**config.mk**
```make
export PLATFORM = sky130hd
export DESIGN_NAME = rs232_tx_arbiter_flat
export DESIGN_NICKNAME = d
export VERILOG_FILES = /design/src/rtl/rs232_tx_arbiter_if.sv /design/src/rtl/rs232_tx_arbiter.sv /design/src/flat_wrapper.sv
export SDC_FILE = /design/constraint.sdc
export NUM_CORES = 1
export LEC_CHECK = 0
export CAP_MARGIN = 20
export CORE_ASPECT_RATIO = 0.9
export CORE_UTILIZATION = 40
export DETAILED_ROUTE_END_ITERATION = 6
export PLACE_DENSITY = 0.86
export SLEW_MARGIN = 15
export SYNTH_ARGS = -nofsm -noshare
export SYNTH_HDL_FRONTEND = slang
export SYNTH_SLANG_ARGS = --single-unit
export TNS_END_PERCENT = 10
```
**constraint.sdc**
```tcl
create_clock -name clk -period 2.3 [get_ports clk]
set_input_delay 0.23 -clock clk [delete_from_list [all_inputs] [get_ports clk]]
set_output_delay 0.23 -clock clk [all_outputs]
set_load 0.005 [all_outputs]
```
**src/rtl/rs232_tx_arbiter_if.sv**
```systemverilog
// Client write ports plus the buffered-transmitter write port of the RS232 arbiter.
// master = arbiter side, slave = clients/transmitter side.
interface rs232_tx_arbiter_if #(
    parameter int NumClients = 4
);
    logic [NumClients-1:0]   req;
    logic [8*NumClients-1:0] data_in;
    logic [NumClients-1:0]   last;
    logic [NumClients-1:0]   ack;
    logic [NumClients-1:0]   grant;
    logic                    tx_full;
    logic                    tx_wr;
    logic [7:0]              tx_data;
    logic                    timeout;

    modport master (
        input  req, data_in, last, tx_full,
        output ack, grant, tx_wr, tx_data, timeout
    );

    modport slave (
        output req, data_in, last, tx_full,
        input  ack, grant, tx_wr, tx_data, timeout
    );
endinterface

```
**src/rtl/rs232_tx_arbiter.sv**
```systemverilog
// Message-granular round-robin arbiter sharing one buffered RS232 transmitter.
// The owner keeps the lock until it sends a byte flagged last or stays idle for Timeout cycles.
module rs232_tx_arbiter #(
    parameter int NumClients = 4,
    parameter int Timeout    = 1024
) (
    input  logic                clk,
    input  logic                rst_n,
    rs232_tx_arbiter_if.master  bus
);
    localparam int OW = (NumClients > 1) ? $clog2(NumClients) : 1;
    localparam int CW = $clog2(Timeout);

    typedef enum logic {S_IDLE = 1'b0, S_OWN = 1'b1} state_t;

    state_t                      r_state, w_state_nxt;
    logic [OW-1:0]               r_owner, w_owner_nxt;
    logic [OW-1:0]               r_rr, w_rr_nxt;
    logic [CW-1:0]               r_cnt, w_cnt_nxt;
    logic [OW-1:0]               w_pick;
    logic [OW-1:0]               w_owner_inc;
    logic                        w_owner_req;
    logic                        w_accept;
    logic                        w_expire;
    logic [NumClients-1:0][7:0]  w_bytes;
    logic [NumClients-1:0]       w_ack;
    logic [NumClients-1:0]       w_grant;
    logic                        w_tx_wr;
    logic [7:0]                  w_tx_data;
    logic                        w_timeout;

    function automatic logic [OW-1:0] wrap_add(logic [OW-1:0] a, int b);
        int s;
        s = (int'(a) + b) % NumClients;
        return OW'(s);
    endfunction

    assign w_bytes     = bus.data_in;
    assign w_owner_req = bus.req[r_owner];
    assign w_owner_inc = wrap_add(r_owner, 1);
    assign w_accept    = (r_state == S_OWN) & w_owner_req & ~bus.tx_full;
    // Idle means owner req low; a tx_full stall with req high never counts toward release.
    assign w_expire    = (r_state == S_OWN) & ~w_owner_req & (r_cnt == CW'(Timeout - 1));

    // Highest index first so the search position closest to r_rr wins.
    always_comb begin
        w_pick = r_rr;
        for (int i = NumClients - 1; i >= 0; i--) begin
            if (bus.req[wrap_add(r_rr, i)]) w_pick = wrap_add(r_rr, i);
        end
    end

    always_ff @(posedge clk or negedge rst_n) begin
        if (!rst_n) begin
            r_state <= S_IDLE;
            r_owner <= '0;
            r_rr    <= '0;
            r_cnt   <= '0;
        end else begin
            r_state <= w_state_nxt;
            r_owner <= w_owner_nxt;
            r_rr    <= w_rr_nxt;
            r_cnt   <= w_cnt_nxt;
        end
    end

    always_comb begin
        w_state_nxt = r_state;
        w_owner_nxt = r_owner;
        w_rr_nxt    = r_rr;
        w_cnt_nxt   = r_cnt;
        case (r_state)
            S_IDLE: begin
                w_cnt_nxt = '0;
                if (|bus.req) begin
                    w_state_nxt = S_OWN;
                    w_owner_nxt = w_pick;
                end
            end
            S_OWN: begin
                if ((w_accept && bus.last[r_owner]) || w_expire) begin
                    w_state_nxt = S_IDLE;
                    w_rr_nxt    = w_owner_inc;
                    w_cnt_nxt   = '0;
                end else if (w_owner_req) begin
                    w_cnt_nxt = '0;
                end else begin
                    w_cnt_nxt = r_cnt + 1'b1;
                end
            end
            default: w_state_nxt = S_IDLE;
        endcase
    end

    always_comb begin
        w_ack     = '0;
        w_grant   = '0;
        w_tx_wr   = 1'b0;
        w_tx_data = 8'h00;
        w_timeout = 1'b0;
        if (r_state == S_OWN) begin
            w_grant[r_owner] = 1'b1;
            w_ack[r_owner]   = w_accept;
            w_tx_wr          = w_accept;
            w_timeout        = w_expire;
            if (w_accept) w_tx_data = w_bytes[r_owner];
        end
    end

    assign bus.ack     = w_ack;
    assign bus.grant   = w_grant;
    assign bus.tx_wr   = w_tx_wr;
    assign bus.tx_data = w_tx_data;
    assign bus.timeout = w_timeout;
endmodule

```
**src/flat_wrapper.sv**
```systemverilog
// flat-port wrapper written by rule: the top's interface ports become plain ports
module rs232_tx_arbiter_flat 
#(
    parameter int NumClients = 4,
    parameter int Timeout    = 1024
)
  (clk, rst_n, bus_req, bus_data_in, bus_last, bus_tx_full, bus_ack, bus_grant, bus_tx_wr, bus_tx_data, bus_timeout);
  rs232_tx_arbiter_if #(.NumClients(NumClients)) bus_i ();
  input  logic clk;
  input  logic rst_n;
  input wire logic [$bits(bus_i.req)-1:0] bus_req;
  input wire logic [$bits(bus_i.data_in)-1:0] bus_data_in;
  input wire logic [$bits(bus_i.last)-1:0] bus_last;
  input wire logic [$bits(bus_i.tx_full)-1:0] bus_tx_full;
  output wire logic [$bits(bus_i.ack)-1:0] bus_ack;
  output wire logic [$bits(bus_i.grant)-1:0] bus_grant;
  output wire logic [$bits(bus_i.tx_wr)-1:0] bus_tx_wr;
  output wire logic [$bits(bus_i.tx_data)-1:0] bus_tx_data;
  output wire logic [$bits(bus_i.timeout)-1:0] bus_timeout;
  assign bus_i.req = bus_req;
  assign bus_i.data_in = bus_data_in;
  assign bus_i.last = bus_last;
  assign bus_i.tx_full = bus_tx_full;
  assign bus_ack = bus_i.ack;
  assign bus_grant = bus_i.grant;
  assign bus_tx_wr = bus_i.tx_wr;
  assign bus_tx_data = bus_i.tx_data;
  assign bus_timeout = bus_i.timeout;
  rs232_tx_arbiter #(.NumClients(NumClients), .Timeout(Timeout)) u_core (.clk(clk), .rst_n(rst_n), .bus(bus_i));
endmodule
```
==> flow_metrics.py, run 1 <==
metrics = {
    "synth": {
        "ys_seq_elements": 15,
        "synthCells": 117,
        "synth.area.top_cells": "dfrtp_1 31%, mux4_2 17%, and2_1 8.4%",
        "ys_seq_area_share_pct": 31.4,
        "synth_largest_area_cell": "dfrtp_1",
        "async_flop_share_pct": 100,
        "synth_most_common_cell": "and2_1",
        "synth_cell_type_count": 35,
        "netlist_top_cells_count": "16 x and2_1, 15 x dfrtp_1, 14 x nor2_1",
        "yosysTopAreaCellShare_pct": 31.4,
        "yosys_warnings": 0,
        "synth_ff_type": "dfrtp_1",
        "syn-cell-area_sq_um": 1190,
        "synth_edf_count": 0,
        "synth_nets": 165,
        "syn_avg_cell_area_sq_um": 10.2,
    },
    "setup_path": {
        "r2r_start": "u_core.r_owner[1]",
        "max_stage_delay_ns": 0.56,
        "path_class": "reg -> out",
        "crit_chain": "mux4_2 -> nand2b_1 -> nor2_1 -> clkdlybuf4s50_1",
        "cp_slowest_cell": "mux4_2",
        "crit_path_end_kind": "output port",
        "crit_required_ns": 2.07,
        "r2r_end": "u_core.r_rr[0]",
        "critPathArrivalTime_ns": 2.08,
        "timing.critical_path.fanout_max": 4,
        "ff2ff_setup_slack_ns": 0.38,
        "critPathLaunchType": "register",
        "worst-r2r-cell-count": 5,
    },
    "routing": {
        "route.detailed.drc": 0,
        "drtAntennaViolNets": 0,
        "viasPerCell": 5.27,
        "wl_um": 3430,
        "dr.pass1.iters": 4,
        "vias": 1190,
        "drtIter0Drc": 22,
        "post_drt_wl_per_cell_um": 15.2,
    },
    "pwr": {
        "peakVddDrop_mv": 0.639,
        "p_per_area_nw_per_um2": 806,
        "finalPower_mw": 1.55,
        "p_leak_nw": 0.868,
    },
    "finish": {
        "syn2layout_area_growth_pct": 60.9,
        "drive_above_1_share_pct": 14.0,
        "utilization_pct": 68.8,
        "ff_latch_area_sq_um": 375,
        "final-instance-count-excl-fill": 226,
        "finalInstanceArea_sq_um": 1920,
        "multiInputGateArea_sq_um": 792,
        "num-fill-cells": 215,
        "diodes": 0,
        "num-nets-final": 235,
    },
    "grt": {
        "grt_start_max_net_pins": 16,
        "grt_pass1_wl_um": 5180,
        "grtUsageMet1_pct": 27.0,
        "antenna_found_initial": 0,
        "met3_usage_pct": 5.53,
        "grt_util_met2_pct": 40.3,
        "busiest_layer": "met2",
        "grt_usage_pct": 22.7,
        "grt_pass1_vias": 1123,
        "grt_overflow": 0,
    },
    "clock_tree": {
        "htree_levels": 1,
        "cts_hold_buf": 0,
        "cts_tree": "done",
        "cts_buffers": 3,
        "cts_setup_buffers": 0,
        "clock_latency_ns": 0.29,
        "clk_pin_slew_ns": 0.08,
        "cts_root_buffer": "clkbuf_4",
        "cts.sinks": 15,
        "cts_buffer_depth": 2,
    },
    "floorplanning": {
        "rows": 18,
        "dieHeight_um": 53.8,
        "start_util_pct": 42.7,
        "fp.dieArea_sq_um": 3210,
        "ios": 61,
        "core_sq_um": 2790,
        "dieWidth_um": 59.6,
    },
    "sta": {
        "timing.hold.ws_ns": 0.345,
        "tightest_slew_ns": 0.681,
        "slew_headroom_pct": 54.5,
        "finalClockSkew_ns": 0.00313,
        "rsz0062_at_grt": "true",
        "hold_violations": 0,
        "period_needed_ns": 2.31,
        "fmax_mhz": 433,
        "drv_slew": 0,
        "timing.final.ws_setup_ns": -0.00850,
        "post-route-period-util_pct": 100,
        "setup_viol": 1,
        "fin_setup_tns_ns": -0.00850,
    },
    "place": {
        "post-place-ws_ns": -0.0292,
        "dp_hpwl_um": 2710,
        "placed_area_sq_um": 1880,
        "placed_cells": 221,
        "numPortBuffers": 60,
        "place_congestion": 0.866,
    },
    "run": {
        "drv_cap": 0,
    },
    "outcome": {
        "status": "finished, violations left",
        "violations": "negative setup slack",
    },
    "hold_path": {
        "hold_class": "in -> async",
    },
}
## worst max path at each step
stage / from / to / slack, ns / cells past startpoint
6_report: u_core.r_owner[0] / bus_timeout / -0.009 / 4
5_1_grt: u_core.r_owner[0] / bus_timeout / -0.07 / 4
4_1_cts: u_core.r_owner[0] / bus_timeout / -0.02 / 4
3_5_place_dp: bus_req[3] / bus_tx_data[6] / -0.03 / 5
3_3_place_gp: bus_req[3] / bus_ack[1] / 0.02 / 5
2_1_floorplan: u_core.r_owner[0] / bus_ack[2] / 0.61 / 4
## power by group
part	switching [mW]	internal (mW)	total, mW
clock	0.0840	0.0676	0.152
combinational	0.399	0.587	0.986
sequential	0.0821	0.327	0.410
total	0.565	0.982	1.55
## registers in the layout (all words and copies together) (netlist names)
register / count
u_core.r_cnt: 10
u_core.r_owner: 2
u_core.r_rr: 2
u_core.r_state: 1
## kinds of logic (layout without fill, tap and decap cells)
family	count (synthesis)	after routing	synth area share (%)
simple gates	56	57	26.0
fa+ha+maj	5	5	5.24
compound gates	12	12	6.92
xor+xnor	7	7	5.14
buf+inv	8	76	3.14
mux	14	14	22.1
flops	15	15	31.4
## routing by layer
layer	vias to the layer above	wire [um]
met5	-	0
met3	7	367
met1	567	1410
li1	568	-
met4	0	57
met2	48	1590
## worst max-delay path, delay by kind of cell (launching register included)
kind          cells  cell delay, ns
buf+inv           1            0.52
mux               1            0.56
simple gates      2            0.33
flops             1            0.38
## layout by cell type, fill, tap and decap left out, types with 3 or more instances in the layout
master,n
xor2_1,4
and2_1,16
dfrtp_1,15
buf_4,8
clkbuf_4,3
dlymetal6s2s_1,4
nand2_1,5
nor2_1,14
nand2b_1,3
nor2b_1,3
clkdlybuf4s50_1,49
inv_1,4
dlygate4sd2_1,7
mux4_2,9
ha_1,5
nand3_1,4
xnor2_1,3
## cell type report
cell class,count,share of cell area [%]
timing repair buffer,68,34.5
multi-input combinational,95,41.2
tap,40,2.61
clock buffer,4,1.37
sequential,15,19.5
inverter,4,0.782
## repair_timing
action | CTS | global route
cloned | 1 | 0
gates resized for setup | 8 | 5
pin swaps | 1 | 0
endpoints found under the setup margin | 12 | 6
(Power assumes the default switching activity.)
==> inputs of run 2 (changes only) <==
--- a/config.mk
+++ b/config.mk
@@ -9,6 +9,7 @@
 export CORE_ASPECT_RATIO = 0.9
 export CORE_UTILIZATION = 40
 export DETAILED_ROUTE_END_ITERATION = 6
+export HOLD_SLACK_MARGIN = 0.15
 export PLACE_DENSITY = 0.86
 export SLEW_MARGIN = 15
 export SYNTH_ARGS = -nofsm -noshare
==> results of run 2 <==
The final DEF is identical to that of run 1; final timing and power are the same.
==> edit 1 (flow settings as in run 2) <==
`Timeout` is set to 1024 in 2 places; all go to 2048.
--- a/src/rtl/rs232_tx_arbiter.sv
+++ b/src/rtl/rs232_tx_arbiter.sv
@@ -3,5 +3,5 @@
 module rs232_tx_arbiter #(
     parameter int NumClients = 4,
-    parameter int Timeout    = 1024
+    parameter int Timeout    = 2048
 ) (
     input  logic                clk,
--- a/src/flat_wrapper.sv
+++ b/src/flat_wrapper.sv
@@ -3,5 +3,5 @@
 #(
     parameter int NumClients = 4,
-    parameter int Timeout    = 1024
+    parameter int Timeout    = 2048
 )
   (clk, rst_n, bus_req, bus_data_in, bus_last, bus_tx_full, bus_ack, bus_grant, bus_tx_wr, bus_tx_data, bus_timeout);
Function: same outputs for any inputs over 4 cycles, from zero or initial values and one cycle with rst_n low; that may be too few to reach the edited logic, so the function may still have changed.
==> edit 1 against run 2 <==
- synthesized area is 6.2% higher
- design area grew 5.6%
- critical endpoint is now bus_tx_data[7]
- worst setup slack better by 0.041 ns
- sequential power about the same
- combinational power rose by 4%
- wire length up 5.5%
- highest routed layer unchanged
- sequential cell count rose by 1
- total power is 5.0% higher
- non-clock buffer count grew 1
==> edit 1: results (changes against run 2) <==
[run_status]
status=complete, no violations

[sta]
fin_hold_ws_ns=0.360  ; +0.0155 ns
slew_headroom_pct=53.1  ; -1.3 points
period_share_pct=98.6  ; -1.8 points
skew_ns=0.00140  ; -0.00173 ns
setup_viol=0  ; -1

[placed_design]
place_ws_ns=-0.173  ; -0.143 ns
place_area_um2=1970  ; +4.5%
finalWeightedCongestion=0.821  ; -5.3%
hpwlAfterDp_um=2900  ; +7.1%

[global_routing]
grt_max_degree=17  ; +1
grt_usage_pct=21.6  ; -1.1 points
grt_pass1_wl_um=5580  ; +7.7%
grt_pass1_vias=1266  ; +13%
antenna_found_initial=0  ; unchanged

[finish]
seq_area_share_pct=19.7  ; +0.20 points
nNetsFinal=239  ; +1.7%
fillerInstances=253  ; +18%
area_growth_pct=60.0
drive_above_1_share_pct=15.3  ; +1.3 points
non_clock_buffer_area_share_pct=34.1  ; -0.35 points
clk_share_pct=1.79  ; +0.42 points
inverters=6  ; +2
signal_buffers=69  ; +1.5%
multi_input_comb_cells=95  ; unchanged
multi_input_area_share_pct=40.7  ; -0.58 points
top_regs=u_core.r_cnt x11, u_core.r_owner x2, u_core.r_rr x2

[worst_setup_path]
setup.worst_path.end=bus_tx_data[7]
r2r-end=u_core.r_rr[1]$_DFFE_PN0P_
reg2reg_slack_ns=0.32  ; -0.06 ns
r2r_start=u_core.r_owner[0]$_DFFE_PN0P_
arrival_ns=2.04  ; -0.04 ns
cp_max_fo=13  ; +9

[cts]
htree_levels=1  ; unchanged
cts_sinks=16  ; +1
ctsResizeCount=4  ; -4
worstSkewPairLatency_ns=0.28

[synthesis]
muxShareOfSynthArea_pct=19.7  ; -2.4 points
yosysSeqAreaShare_pct=31.6  ; +0.14 points
synth_xor_area_share_pct=6.22  ; +1.1 points
synth_nets=170  ; +3.0%
synthTopCellsByCount=dfrtp_1, and3_1, nor2_1
synth_cell_types=33  ; -5.7%
synth_area_leaders=dfrtp_1, mux4_2, and3_1, ha_1, nor2_1
synthAdderAreaFrac_pct=4.94  ; -0.31 points
async_flop_share_pct=100  ; unchanged
synth_compound_area_share_pct=8.00  ; +1.1 points

[detailed_routing]
wire_per_inst_um=15.6  ; +2.8%
dr.pass1.iters=4  ; unchanged
drt_first_iter_violations=60  ; +170%
vias=1239  ; +4.1%

[floorplanning]
fp.coreArea_um2=3040  ; +9.0%

[power]
ir_drop_uv=570  ; -11%
leakagePower_nw=0.950  ; +9.4%

[worst_hold_path]
hold_class=primary input to async pin

[edit 1: power by group]
part / total [mW] / switching, mW / internal, mW / leakage (nW)
registers: 0.410 / 0.0701 / 0.339 / 0.209
logic: 1.03 / 0.417 / 0.614 / 0.720
clock network: 0.183 / 0.0866 / 0.0964 / 0.0210
[edit 1: metrics by stage]
step            TNS, ns  instances
2_1_floorplan         0        122
3_3_place_gp     -0.174        228
3_5_place_dp     -0.173        228
4_1_cts        -0.00540        232
5_1_grt          -0.354        232
6_report              0        232
[edit 1: layer usage]
layer	share of wire [%]	vias to the layer above	global-route usage, %	routed length (um)
met5	0	-	0	0
met4	1.5	0	9.21	55
met3	10	8	3.28	374
met2	50	60	37.6	1800
met1	38	588	25.7	1380
li1	-	583	-	-
[edit 1: critical path, cell delays in order (launching register included)]
cell	delay [ns]
dfrtp_1	0.40
buf_8	0.19
mux4_2	0.50
and3_1	0.21
clkdlybuf4s50_1	0.45
==> edit 2 (flow settings as in run 2) <==
Made on the original files. Reset style: synchronous (`rst_n`), changed in one clocked block.
--- a/src/rtl/rs232_tx_arbiter.sv
+++ b/src/rtl/rs232_tx_arbiter.sv
@@ -51,5 +51,5 @@
     end
 
-    always_ff @(posedge clk or negedge rst_n) begin
+    always_ff @(posedge clk) begin
         if (!rst_n) begin
             r_state <= S_IDLE;
Behaviour: differs if rst_n is asserted again (counterexample within 4 cycles, from zero or initial values and one cycle with rst_n low); with rst_n held inactive, the same outputs for 4 cycles.
==> edit 2 against run 2 <==
- critical path depth stayed put
- worst hold slack improved by 0.11 ns
- die area decreased by 3.2%
- wire length shrank 0.47%
- clock skew grew 0.0084 ns
- worst setup slack better by 0.10 ns
- design area is 0.52% lower
- synthesized cell count rose by 3.4%
- synthesized area shrank 3.4%
- sequential cell count unchanged
Power is not compared: it rests on default switching activity, and its combinational part moved more than twofold at a synthesized area within 25%.
==> edit 2: results (changes against run 2) <==
[synthesis]
avgSynthCellArea_um2=9.53  ; -6.5%
async_flop_share_pct=0  ; -100 points
synthTopCellsByCount=and2_1, dfxtp_1, nor2_1
synthFlopType=dfxtp_1
synth_area_leaders=dfxtp_1, mux4_2, and2_1, ha_1, nor2_1
yosysSeqAreaShare_pct=26.0  ; -5.4 points

[worst_setup_path]
r2r_start=u_core.r_owner[0]$_SDFFE_PN0P_
cp_top_family=buffers and inverters
reg2reg_slack_ns=0.53  ; +0.15 ns
cp_slowest_cell=clkdlybuf4s50_1
reg2reg_depth=6  ; +1

[detailed_routing]
wire_per_inst_um=14.8  ; -2.6%
drt_first_iter_violations=24  ; +9.1%
dr.pass1.iters=5  ; +1

[global_routing]
grt_max_degree=15  ; -1
grt_pass1_wl_um=5140  ; -0.68%
grt_pass1_vias=1160  ; +3.3%
use_met1_pct=23.2  ; -3.8 points
met2_usage_pct=40.4  ; +0.16 points

[run_status]
status=complete, no violations

[sta]
skew_ns=0.0115  ; +0.00836 ns
slew_headroom_pct=54.5  ; about the same

[finish]
fillerInstances=232  ; +7.9%

[placed_design]
hpwlAfterDp_um=2670  ; -1.5%
place_ws_ns=-0.206  ; -0.177 ns
finalWeightedCongestion=0.822  ; -5.1%

==> edit 2: changes by cell type in the layout (fill, tap and decap cells not counted), moves of 3 or more <==
| cell | run 2 | this run |
|---|---|---|
| dlygate4sd2_1 | 7 | 11 |
| dfrtp_1 | 15 | 0 |
| dfxtp_1 | 0 | 13 |
| inv_1 | 4 | 7 |
==> edit 2: cell type report <==
| class | count | area (um^2) | area share [%] |
|---|---|---|---|
| clock buffers | 4 | 26.3 | 1.38 |
| inverters | 7 | 26.3 | 1.38 |
| multi-input cells | 95 | 826 | 43.2 |
| flip-flops and latches | 15 | 303 | 15.8 |
| well taps | 40 | 50.0 | 2.62 |
| repair buffers | 70 | 679 | 35.6 |
==> edit 2: through the flow <==
| step | hold slack, ns | cell area, um^2 |
|---|---|---|
| 2_1_floorplan | 0.418 | 1150 |
| 3_3_place_gp | 0.429 | 1830 |
| 3_5_place_dp | 0.438 | 1830 |
| 4_1_cts | 0.457 | 1870 |
| 5_1_grt | 0.473 | 1910 |
| 6_report | 0.454 | 1910 |
==> edit 2: cell families after synthesis <==
| logic type | synth area share [%] |
|---|---|
| muxes | 21.0 |
| buffers and inverters | 4.45 |
| xor gates and xnor gates | 6.07 |
| adders and majority gates | 5.42 |
| AOI/OAI and AO/OA | 9.11 |
| DFF | 26.0 |
| and+or+nand+nor | 27.9 |
==> edit 2: metal layers <==
layer  vias up  part of all wire, %
met5         -                    0
li1        571                    -
met1       547                   39
met4         0                  2.2
met2        55                   50
met3         8                  8.6
==> edit 2: timing repair <==
item	in CTS	in global routing
buffers inserted	1	2
pin swaps	0	1
resized for setup	13	6
endpoints found under the setup margin	14	3
==> edit 2: worst min-delay path by stage <==
stage | to | slack (ns) | cells after the start
global placement | u_core.r_cnt[0]$_SDFF_PP0_ | 0.43 | 1
detailed placement | u_core.r_cnt[0]$_SDFF_PP0_ | 0.44 | 1
floorplan | u_core.r_cnt[0]$_SDFF_PP0_ | 0.42 | 1
CTS | u_core.r_cnt[0]$_SDFF_PP0_ | 0.46 | 1
global route | u_core.r_cnt[0]$_SDFF_PP0_ | 0.47 | 1
finish | u_core.r_cnt[0]$_SDFF_PP0_ | 0.45 | 1
==> edit 2: where the power goes <==
group	switching (mW)	internal (mW)	leakage, nW	total (mW)
clock	0.0848	0.0676	0.0150	0.152
sequential	0.00901	0.269	0.123	0.278
combinational	0.0971	0.169	0.625	0.266
total	0.191	0.506	0.763	0.697
